File: config.mk
export PLATFORM = sky130hd
export DESIGN_NAME = scan_bist_ctrl
export DESIGN_NICKNAME = d
export VERILOG_FILES = /design/src/rtl/scan_bist_pkg.sv /design/src/rtl/scan_bist_ctrl_lfsr16.sv /design/src/rtl/scan_bist_ctrl.sv
export SDC_FILE = /design/constraint.sdc
export NUM_CORES = 1
export LEC_CHECK = 0
export CAP_MARGIN = 5
export CORE_MARGIN = 1.5
export CORE_UTILIZATION = 40
export CTS_CLUSTER_SIZE = 28
export DETAILED_ROUTE_END_ITERATION = 7
export SLEW_MARGIN = 20
export SYNTH_ARGS = -nofsm -noshare
export SYNTH_HDL_FRONTEND = slang
export SYNTH_SLANG_ARGS = --single-unit
File: constraint.sdc
create_clock -name clk -period 2.4 [get_ports clk]
set_clock_uncertainty 0.15 [all_clocks]
set_input_delay 0.36 -clock clk [delete_from_list [all_inputs] [get_ports clk]]
set_output_delay 0.36 -clock clk [all_outputs]
set_load 0.01 [all_outputs]
File: src/rtl/scan_bist_pkg.sv
// Shared types and helpers for the scan BIST controller: FSM state encoding,
// LFSR/MISR width, feedback tap positions and the shared 16-bit LFSR step.
package scan_bist_pkg;

    typedef enum logic [2:0] {
        ST_IDLE    = 3'd0,
        ST_SHIFT   = 3'd1,
        ST_CAPTURE = 3'd2,
        ST_UNLOAD  = 3'd3,
        ST_DONE    = 3'd4
    } state_t;

    localparam int LFSR_W = 16;

    // Feedback taps shared by the pattern generator and the signature register
    localparam int TAP_0 = 15;
    localparam int TAP_1 = 13;
    localparam int TAP_2 = 12;
    localparam int TAP_3 = 10;

    // One step of the Fibonacci LFSR; din is folded into the feedback bit,
    // which turns the generator (din=0) into a serial MISR.
    function automatic logic [LFSR_W-1:0] lfsr16_next(input logic [LFSR_W-1:0] v,
                                                       input logic              din);
        logic fb_s;
        fb_s = v[TAP_0] ^ v[TAP_1] ^ v[TAP_2] ^ v[TAP_3];
        return {v[LFSR_W-2:0], fb_s ^ din};
    endfunction

endpackage

File: src/rtl/scan_bist_ctrl_lfsr16.sv
// 16-bit LFSR / serial MISR cell used for both ends of the scan chain.
// load has priority over step; q holds when neither is asserted.
module scan_lfsr16
    import scan_bist_pkg::*;
#(
    parameter logic [LFSR_W-1:0] RST_VAL = 16'h0000
) (
    input  logic              clk,
    input  logic              rst_n,
    input  logic              load,
    input  logic [LFSR_W-1:0] seed,
    input  logic              step,
    input  logic              din,
    output logic [LFSR_W-1:0] q
);

    // Shift register: reset value, reload, or one feedback step per enabled cycle
    always_ff @(posedge clk or negedge rst_n) begin
        if (!rst_n) begin
            q <= RST_VAL;
        end else if (load) begin
            q <= seed;
        end else if (step) begin
            q <= lfsr16_next(q, din);
        end else begin
            q <= q;
        end
    end

endmodule

File: src/rtl/scan_bist_ctrl.sv
// Scan BIST controller: drives scan_en/scan_in from an LFSR, compacts scan_out
// into a MISR over NUM_PATTERNS shift/capture rounds plus an unload, and
// reports the final signature and a compare against GOLDEN_SIG.
// Optional build macro SCAN_BIST_ABORT_EN adds an abort input after start.
module scan_bist_ctrl
    import scan_bist_pkg::*;
#(
    parameter int                CHAIN_LEN    = 8,
    parameter int                NUM_PATTERNS = 16,
    parameter int                CNT_W        = 8,
    parameter logic [LFSR_W-1:0] LFSR_SEED    = 16'hACE1,
    parameter logic [LFSR_W-1:0] GOLDEN_SIG   = 16'h0000
) (
    input  logic              clk,
    input  logic              rst_n,
    input  logic              start,
`ifdef SCAN_BIST_ABORT_EN
    input  logic              abort,
`endif
    input  logic              scan_out,
    output logic              scan_en,
    output logic              scan_in,
    output logic              busy,
    output logic              done,
    output logic              pass,
    output logic [LFSR_W-1:0] signature,
    output logic [CNT_W-1:0]  pattern_cnt
);

    localparam int SC_W = (CHAIN_LEN > 1) ? $clog2(CHAIN_LEN) : 1;

    state_t            state_r;
    logic [SC_W-1:0]   shift_cnt_r;
    logic [CNT_W-1:0]  pattern_cnt_r;
    logic              scan_en_r;
    logic              scan_in_r;
    logic              busy_r;
    logic              done_r;
    logic              pass_r;
    logic [LFSR_W-1:0] signature_r;

    logic              abort_s;
    logic              start_ok_s;
    logic              abort_hit_s;
    logic              last_shift_s;
    logic [CNT_W:0]    pc_inc_s;
    logic              more_s;
    logic              gen_step_s;
    logic              misr_step_s;
    logic [LFSR_W-1:0] gen_q_s;
    logic [LFSR_W-1:0] misr_q_s;
    logic [LFSR_W-1:0] misr_next_s;
    logic              gen_unused_s;

`ifdef SCAN_BIST_ABORT_EN
    assign abort_s = abort;
`else
    assign abort_s = 1'b0;
`endif

    assign start_ok_s   = start && ((state_r == ST_IDLE) || (state_r == ST_DONE));
    assign abort_hit_s  = abort_s && ((state_r == ST_SHIFT) || (state_r == ST_CAPTURE) ||
                                      (state_r == ST_UNLOAD));
    assign last_shift_s = (shift_cnt_r == SC_W'(CHAIN_LEN - 1));
    assign pc_inc_s     = {1'b0, pattern_cnt_r} + {{CNT_W{1'b0}}, 1'b1};
    assign more_s       = (pc_inc_s < (CNT_W + 1)'(NUM_PATTERNS));

    // The first pattern's shifts only flush unknown chain contents, so the MISR skips them
    assign gen_step_s   = (state_r == ST_SHIFT);
    assign misr_step_s  = ((state_r == ST_SHIFT) && (pattern_cnt_r != {CNT_W{1'b0}})) ||
                          (state_r == ST_UNLOAD);
    assign misr_next_s  = lfsr16_next(misr_q_s, scan_out);

    // Only the two top generator bits leave the LFSR; the rest feed its own feedback
    assign gen_unused_s = ^gen_q_s[LFSR_W-3:0];

    scan_lfsr16 #(.RST_VAL(LFSR_SEED)) u_gen (
        .clk   (clk),
        .rst_n (rst_n),
        .load  (start_ok_s),
        .seed  (LFSR_SEED),
        .step  (gen_step_s),
        .din   (1'b0),
        .q     (gen_q_s)
    );

    scan_lfsr16 #(.RST_VAL(16'h0000)) u_misr (
        .clk   (clk),
        .rst_n (rst_n),
        .load  (start_ok_s),
        .seed  (16'h0000),
        .step  (misr_step_s),
        .din   (scan_out),
        .q     (misr_q_s)
    );

    // Controller FSM; scan_in is precomputed as the generator MSB of the coming SHIFT cycle
    always_ff @(posedge clk or negedge rst_n) begin
        if (!rst_n) begin
            state_r       <= ST_IDLE;
            shift_cnt_r   <= {SC_W{1'b0}};
            pattern_cnt_r <= {CNT_W{1'b0}};
            scan_en_r     <= 1'b0;
            scan_in_r     <= 1'b0;
            busy_r        <= 1'b0;
            done_r        <= 1'b0;
            pass_r        <= 1'b0;
            signature_r   <= 16'h0000;
        end else if (abort_hit_s) begin
            state_r     <= ST_IDLE;
            shift_cnt_r <= {SC_W{1'b0}};
            scan_en_r   <= 1'b0;
            scan_in_r   <= 1'b0;
            busy_r      <= 1'b0;
            done_r      <= 1'b0;
            pass_r      <= 1'b0;
        end else begin
            case (state_r)
                ST_IDLE, ST_DONE: begin
                    if (start_ok_s) begin
                        state_r       <= ST_SHIFT;
                        shift_cnt_r   <= {SC_W{1'b0}};
                        pattern_cnt_r <= {CNT_W{1'b0}};
                        scan_en_r     <= 1'b1;
                        scan_in_r     <= LFSR_SEED[LFSR_W-1];
                        busy_r        <= 1'b1;
                        done_r        <= 1'b0;
                        pass_r        <= 1'b0;
                    end else begin
                        scan_en_r <= 1'b0;
                        scan_in_r <= 1'b0;
                    end
                end
                ST_SHIFT: begin
                    if (last_shift_s) begin
                        state_r     <= ST_CAPTURE;
                        shift_cnt_r <= {SC_W{1'b0}};
                        scan_en_r   <= 1'b0;
                        scan_in_r   <= 1'b0;
                    end else begin
                        shift_cnt_r <= shift_cnt_r + SC_W'(1);
                        scan_in_r   <= gen_q_s[LFSR_W-2];
                    end
                end
                ST_CAPTURE: begin
                    pattern_cnt_r <= pc_inc_s[CNT_W-1:0];
                    scan_en_r     <= 1'b1;
                    if (more_s) begin
                        state_r   <= ST_SHIFT;
                        scan_in_r <= gen_q_s[LFSR_W-1];
                    end else begin
                        state_r   <= ST_UNLOAD;
                        scan_in_r <= 1'b0;
                    end
                end
                ST_UNLOAD: begin
                    if (last_shift_s) begin
                        state_r     <= ST_DONE;
                        shift_cnt_r <= {SC_W{1'b0}};
                        scan_en_r   <= 1'b0;
                        busy_r      <= 1'b0;
                        done_r      <= 1'b1;
                        signature_r <= misr_next_s;
                        pass_r      <= (misr_next_s == GOLDEN_SIG);
                    end else begin
                        shift_cnt_r <= shift_cnt_r + SC_W'(1);
                    end
                end
                default: begin
                    state_r   <= ST_IDLE;
                    scan_en_r <= 1'b0;
                    scan_in_r <= 1'b0;
                    busy_r    <= 1'b0;
                end
            endcase
        end
    end

    assign scan_en     = scan_en_r;
    assign scan_in     = scan_in_r;
    assign busy        = busy_r;
    assign done        = done_r;
    assign pass        = pass_r;
    assign signature   = signature_r;
    assign pattern_cnt = pattern_cnt_r;

endmodule
Word level (Yosys, flattened, before mapping)
Index checks and enable logic that the tools add are counted.
Widths: inputs -> output; s select.
Storage, ports and cells
  bits in registers: 67
  logic and storage cells: 79
Operators by class
  add/subtract/negate cells: 2
  mux-type cells: 27
  bitwise gates (word level): 8
  reduce and logical (&&, ||, !) cells: 21
  eq/ne operators: 9
  magnitude comparators: 1
Operators by type and width (count)
  $mux 16: 4
  $logic_not 16->1: 1
  $pmux 8 s2: 1
  $mux 3: 5
  $pmux 3 s4: 1
  $reduce_bool 2->1: 5
  $add 8x1->9 const B: 1
  $lt 9x5->1 const B: 1
  $reduce_and 3->1: 3
  $mux 1: 8
  $mux 8: 1
  $reduce_bool 8->1: 1
  $xor 1x1->1: 7
  $eq 3x2->1 const B: 2
  $eq 3x3->1 const B: 2
  $ne 2x2->1 const B: 3
  $pmux 1 s3: 2
  $pmux 3 s2: 1
  $reduce_and 2->1: 3
  $reduce_or 2->1: 3
  $pmux 1 s2: 2
  $pmux 1 s4: 1
  $add 3x1->3 const B: 1
  $eq 3x1->1 const B: 1
  6 further kinds: 8

Logic depth before layout (Yosys ltp)
  depth after elaboration: 7
  mapped depth: 7
  gate-level depth less buffers: 6

Hierarchy
A second synthesis with hierarchy kept.
Unflattened totals
  cell total of the unflattened synthesis: 305
  area, all modules: 3301.9 sq um
Modules (own cells, without submodules)
  scan_bist_ctrl: area each 1740.4 sq um, instances 1, cells an instance 159
  scan_lfsr16 (u_gen): area each 785.8 sq um, instances 1, cells an instance 73
  scan_lfsr16 (u_misr): area each 775.7 sq um, instances 1, cells an instance 73

Worst setup path before layout
Ideal clock, no wire load.
  path kind: register to register
  from: register shift_cnt_r[0]
  to: register signature_r[10] (netlist: signature[10])
  arrival time: 1.572 ns
  library setup time: 0.128 ns
  data required time: 2.122 ns
  stages on the path, launching flop included: 7
  setup slack: 0.550 ns
  clock period less this slack: 1.850 ns
  path through: dfrtp_1 > ha_1 > ha_1 > clkbuf_1 > nand3_1 > buf_2 > mux2_1
Between the ends
  cells in the longest elaborated chain, start to end: 2
RTL lines
  from (decl): RTL line scan_bist_ctrl.sv:33  | logic [SC_W-1:0] shift_cnt_r;
  from (signal assigned): RTL line scan_bist_ctrl.sv:101  | shift_cnt_r <= {SC_W{1'b0}};
  from (signal assigned): RTL line scan_bist_ctrl.sv:111  | shift_cnt_r <= {SC_W{1'b0}};
  from (signal assigned): RTL line scan_bist_ctrl.sv:122  | shift_cnt_r <= {SC_W{1'b0}};
  $eq 3x3->1: RTL line scan_bist_ctrl.sv:64  | assign last_shift_s = (shift_cnt_r == SC_W'(CHAIN_LEN - 1));
  $reduce_and 2->1 (no source line)
  to (signal assigned): RTL line scan_bist_ctrl.sv:163  | signature_r <= misr_next_s;
  to (decl): RTL line scan_bist_ctrl.sv:40  | logic [LFSR_W-1:0] signature_r;
No other way between the ends.
A chain may end at the register's enable or synchronous reset.

Worst setup path in the final report
  from: register pattern_cnt_r[4] (netlist: pattern_cnt[4])
  to: output pattern_cnt[4]
RTL lines
  from (decl): RTL line scan_bist_ctrl.sv:34  | logic [CNT_W-1:0] pattern_cnt_r;
  from (signal assigned): RTL line scan_bist_ctrl.sv:102  | pattern_cnt_r <= {CNT_W{1'b0}};
  from (signal assigned): RTL line scan_bist_ctrl.sv:123  | pattern_cnt_r <= {CNT_W{1'b0}};
  from (signal assigned): RTL line scan_bist_ctrl.sv:146  | pattern_cnt_r <= pc_inc_s[CNT_W-1:0];
  to (decl): RTL line scan_bist_ctrl.sv:27  | output logic [CNT_W-1:0] pattern_cnt
No word-level cell between the ends.

==> implementation parameters <==
Parameter                              Value

Worst hold path
  Critical hold path startpoint    scan_en
  Worst min-delay path category    reg -> reg

Route
  Routed Antenna Nets    0
  Count of TritonRoute iterations in the first routing pass    4
  Routed length per placed instance    14.8 microns
  Count of vias placed by the detailed router    2089
  DR vias/cell    5.32
  DRT Wirelength    5800 microns
  1st-iter DRT viols    75
  DR DRC count    0

Yosys
  Most numerous cell in the Yosys netlist    dfrtp_1
  Share of flip-flops with an asynchronous set or reset after synthesis    1.00
  Predominant post-synthesis flop cell    dfrtp_1
  Ranking of synthesized cells by area    dfrtp_1, dfstp_2, mux2_1, a21bo_1, nand3_1
  Post-Syn Instances    252
  Average instance area after synthesis    11.9 sq um
  Fraction of post-synthesis cell area in the top cell type by area    0.492
  Number of flops mapped to enable cells by yosys    0
  Post-synthesis cell type count    49
  Yosys Warn Count    0
  Commonest cells post-synth    dfrtp_1, nand3_1, nand2_1, mux2_1, nor2_1
  Summed instance area of the synthesized netlist    3000 sq um
  Synthesized Nets    260
  Register bit count reported by yosys    67
  Sequential share of the synthesized area    0.562
  Post-synth top area cell    dfrtp_1

GRT
  Total track usage    0.169
  Maximum number of pins on one net before global-route repair    45
  Initial antenna violation count    0
  Final global-route overflow total    0
  Via count of the first global-routing pass    2124
  First-pass GRT wire length    10100 microns

Clock tree
  Number of sinks on the clock net    67
  Number of buffers added to fix hold violations after cts    1
  Insertion delay to the later sink of the worst-skew pair    0.35 ns
  Post-CTS setup buffers    0
  CTS clock-pin slew for the worst setup and hold paths    0.07 ns
  Library cell used as clock root buffer    clkbuf_8
  TritonCTS clock tree    done
  Total number of H-tree levels    3
  Clock buffer count from CTS    9
  Number of buffers on the longest clock path    2
  Cells resized by post-CTS repair    0

Power and ir drop
  Static Leakage    0.00175 uW
  Areal power density over the cells    967 nW/um^2
  Worst vdd ir    0.000537 V

Worst setup path
  Slowest stage delay, CP    0.62 ns
  Kind of capture point of the worst setup path    output pin
  Class of the most critical setup path    reg -> out
  Maximum fanout count along the critical path    13
  Reg-to-reg startpoint    shift_cnt_r[0]
  Launching element of the worst setup path    pattern_cnt[4]
  Slowest-stage cell, CP    clkdlybuf4s50_1
  Cell family contributing the most delay on the critical path    buffers and inverters
  Type of element launching the critical path    flip-flop
  Crit path cell chain    clkdlybuf4s50_1
  CP bufs+invs    1
  CP arrival    1.54 ns
  Required time of the worst setup path    1.89 ns

Timing
  Worst hold-check slack    0.340 ns
  Measured slew at the worst slew-check pin    0.559 ns
  Final count of pins violating max slew    0
  Setup repair after global routing missed its margin    no
  Total count of hold-check failures in the final report    0
  Max Clk Rate    0.487 GHz
  Post-Route Setup TNS    0 ns
  Final setup violation count    0
  Worst rel slew slack    0.627
  Min cycle time layout    2.05 ns
  Final worst-path cycle share    0.856
  Final setup margin    0.346 ns

Final layout
  Layout-stage area growth over the synthesis result    23.2%
  Ant. Diodes    0
  Share of cells above drive strength 1    0.160
  Nets    297

Floorplan
  Die Wd    89.6 microns
  Std cell rows    31
  Die extent in y    89.6 microns
  I/O pin cnt    33
  Die footprint    8030 sq um
  CORE AREA    7250 sq um
  Effective utilization at floorplan    0.414

Status
  Result of the run    completed

Place
  Post-Place Setup Slack    0.252 ns
  Buffers added on ports    32
  Hpwl dp    3840 microns
  GPL Wtd Cong    0.765

Flow run
  Number of max-cap violations    0
==> cells in the final DEF, fill, tap and decap left out, types with 9 or more instances in the layout <==
master           count
a21bo_1             10
clkdlybuf4s50_1     31
nand3_1             20
mux2_1              14
a22o_1               9
nor2_1              11
dfrtp_1             59
clkbuf_8            10
nand2_1             18
==> logic make-up (layout without fill, tap and decap cells) <==
kind of cell / Yosys count / count (layout) / share of synthesized area
AOI/OAI and AO/OA: 65 / 65 / 0.171
xor gates and xnor gates: 7 / 7 / 0.0250
adders and majority gates: 4 / 4 / 0.0167
buffers and inverters: 20 / 62 / 0.0317
DFF: 67 / 67 / 0.562
muxes: 17 / 17 / 0.0634
and+or+nand+nor: 72 / 72 / 0.130
==> registers in the layout (all words and copies together) (netlist names) <==
register	flops
pass	1
signature	16
shift_cnt_r	3
scan_in	1
busy	1
scan_en	1
done	1
pattern_cnt	8
state_r	3
u_gen.q	16
u_misr.q	16
==> routing by layer <==
layer,track usage,up-vias,part of all wire
met5,0,-,0
li1,-,992,-
met4,0.0713,0,0.020
met1,0.221,1046,0.48
met3,0.0439,9,0.043
met2,0.267,42,0.46
==> power by group <==
part	internal, uW	switching, uW	total [uW]	leakage (uW)
clock network	720	451	1170	0.000126
logic	416	407	824	0.000754
registers	1410	170	1580	0.000868
total	2550	1030	3570	0.00175
==> final cells by class <==
type,instances,area [sq um]
clock buffers,10,138
well taps,99,124
repair buffers,41,398
fillers,673,3560
clock inverters,6,113
multi-input cells,165,1220
flip-flops and latches,67,1690
inverters,5,18.8
==> path summary, 6_finish.rpt <==
| check | endpoint | slack, ns | cells after the start |
|---|---|---|---|
| worst max-delay path | pattern_cnt[4] | 0.35 | 1 |
| worst min-delay path | scan_en | 0.34 | 2 |
| worst max register to register | signature[1] | 0.38 | 5 |
| worst min register to register | scan_en | 0.34 | 2 |
| max in group asynchronous | u_gen.q[15] | 1.03 | 3 |
| min in group asynchronous | signature[12] | 0.39 | 2 |
==> per-stage QoR <==
| stage | area, sq um | power [uW] | cells | util |
|---|---|---|---|---|
| floorplan | 3000 | 2190 | 252 | - |
| global placement | 3440 | 2420 | 376 | 0.474 |
| detailed placement | 3440 | 2440 | 376 | 0.474 |
| CTS | 3700 | 3620 | 393 | 0.510 |
| global route | 3700 | 3790 | 393 | 0.510 |
| finish | 3700 | 3570 | 393 | 0.510 |
No activity file was read; power rests on OpenSTA's default activity.
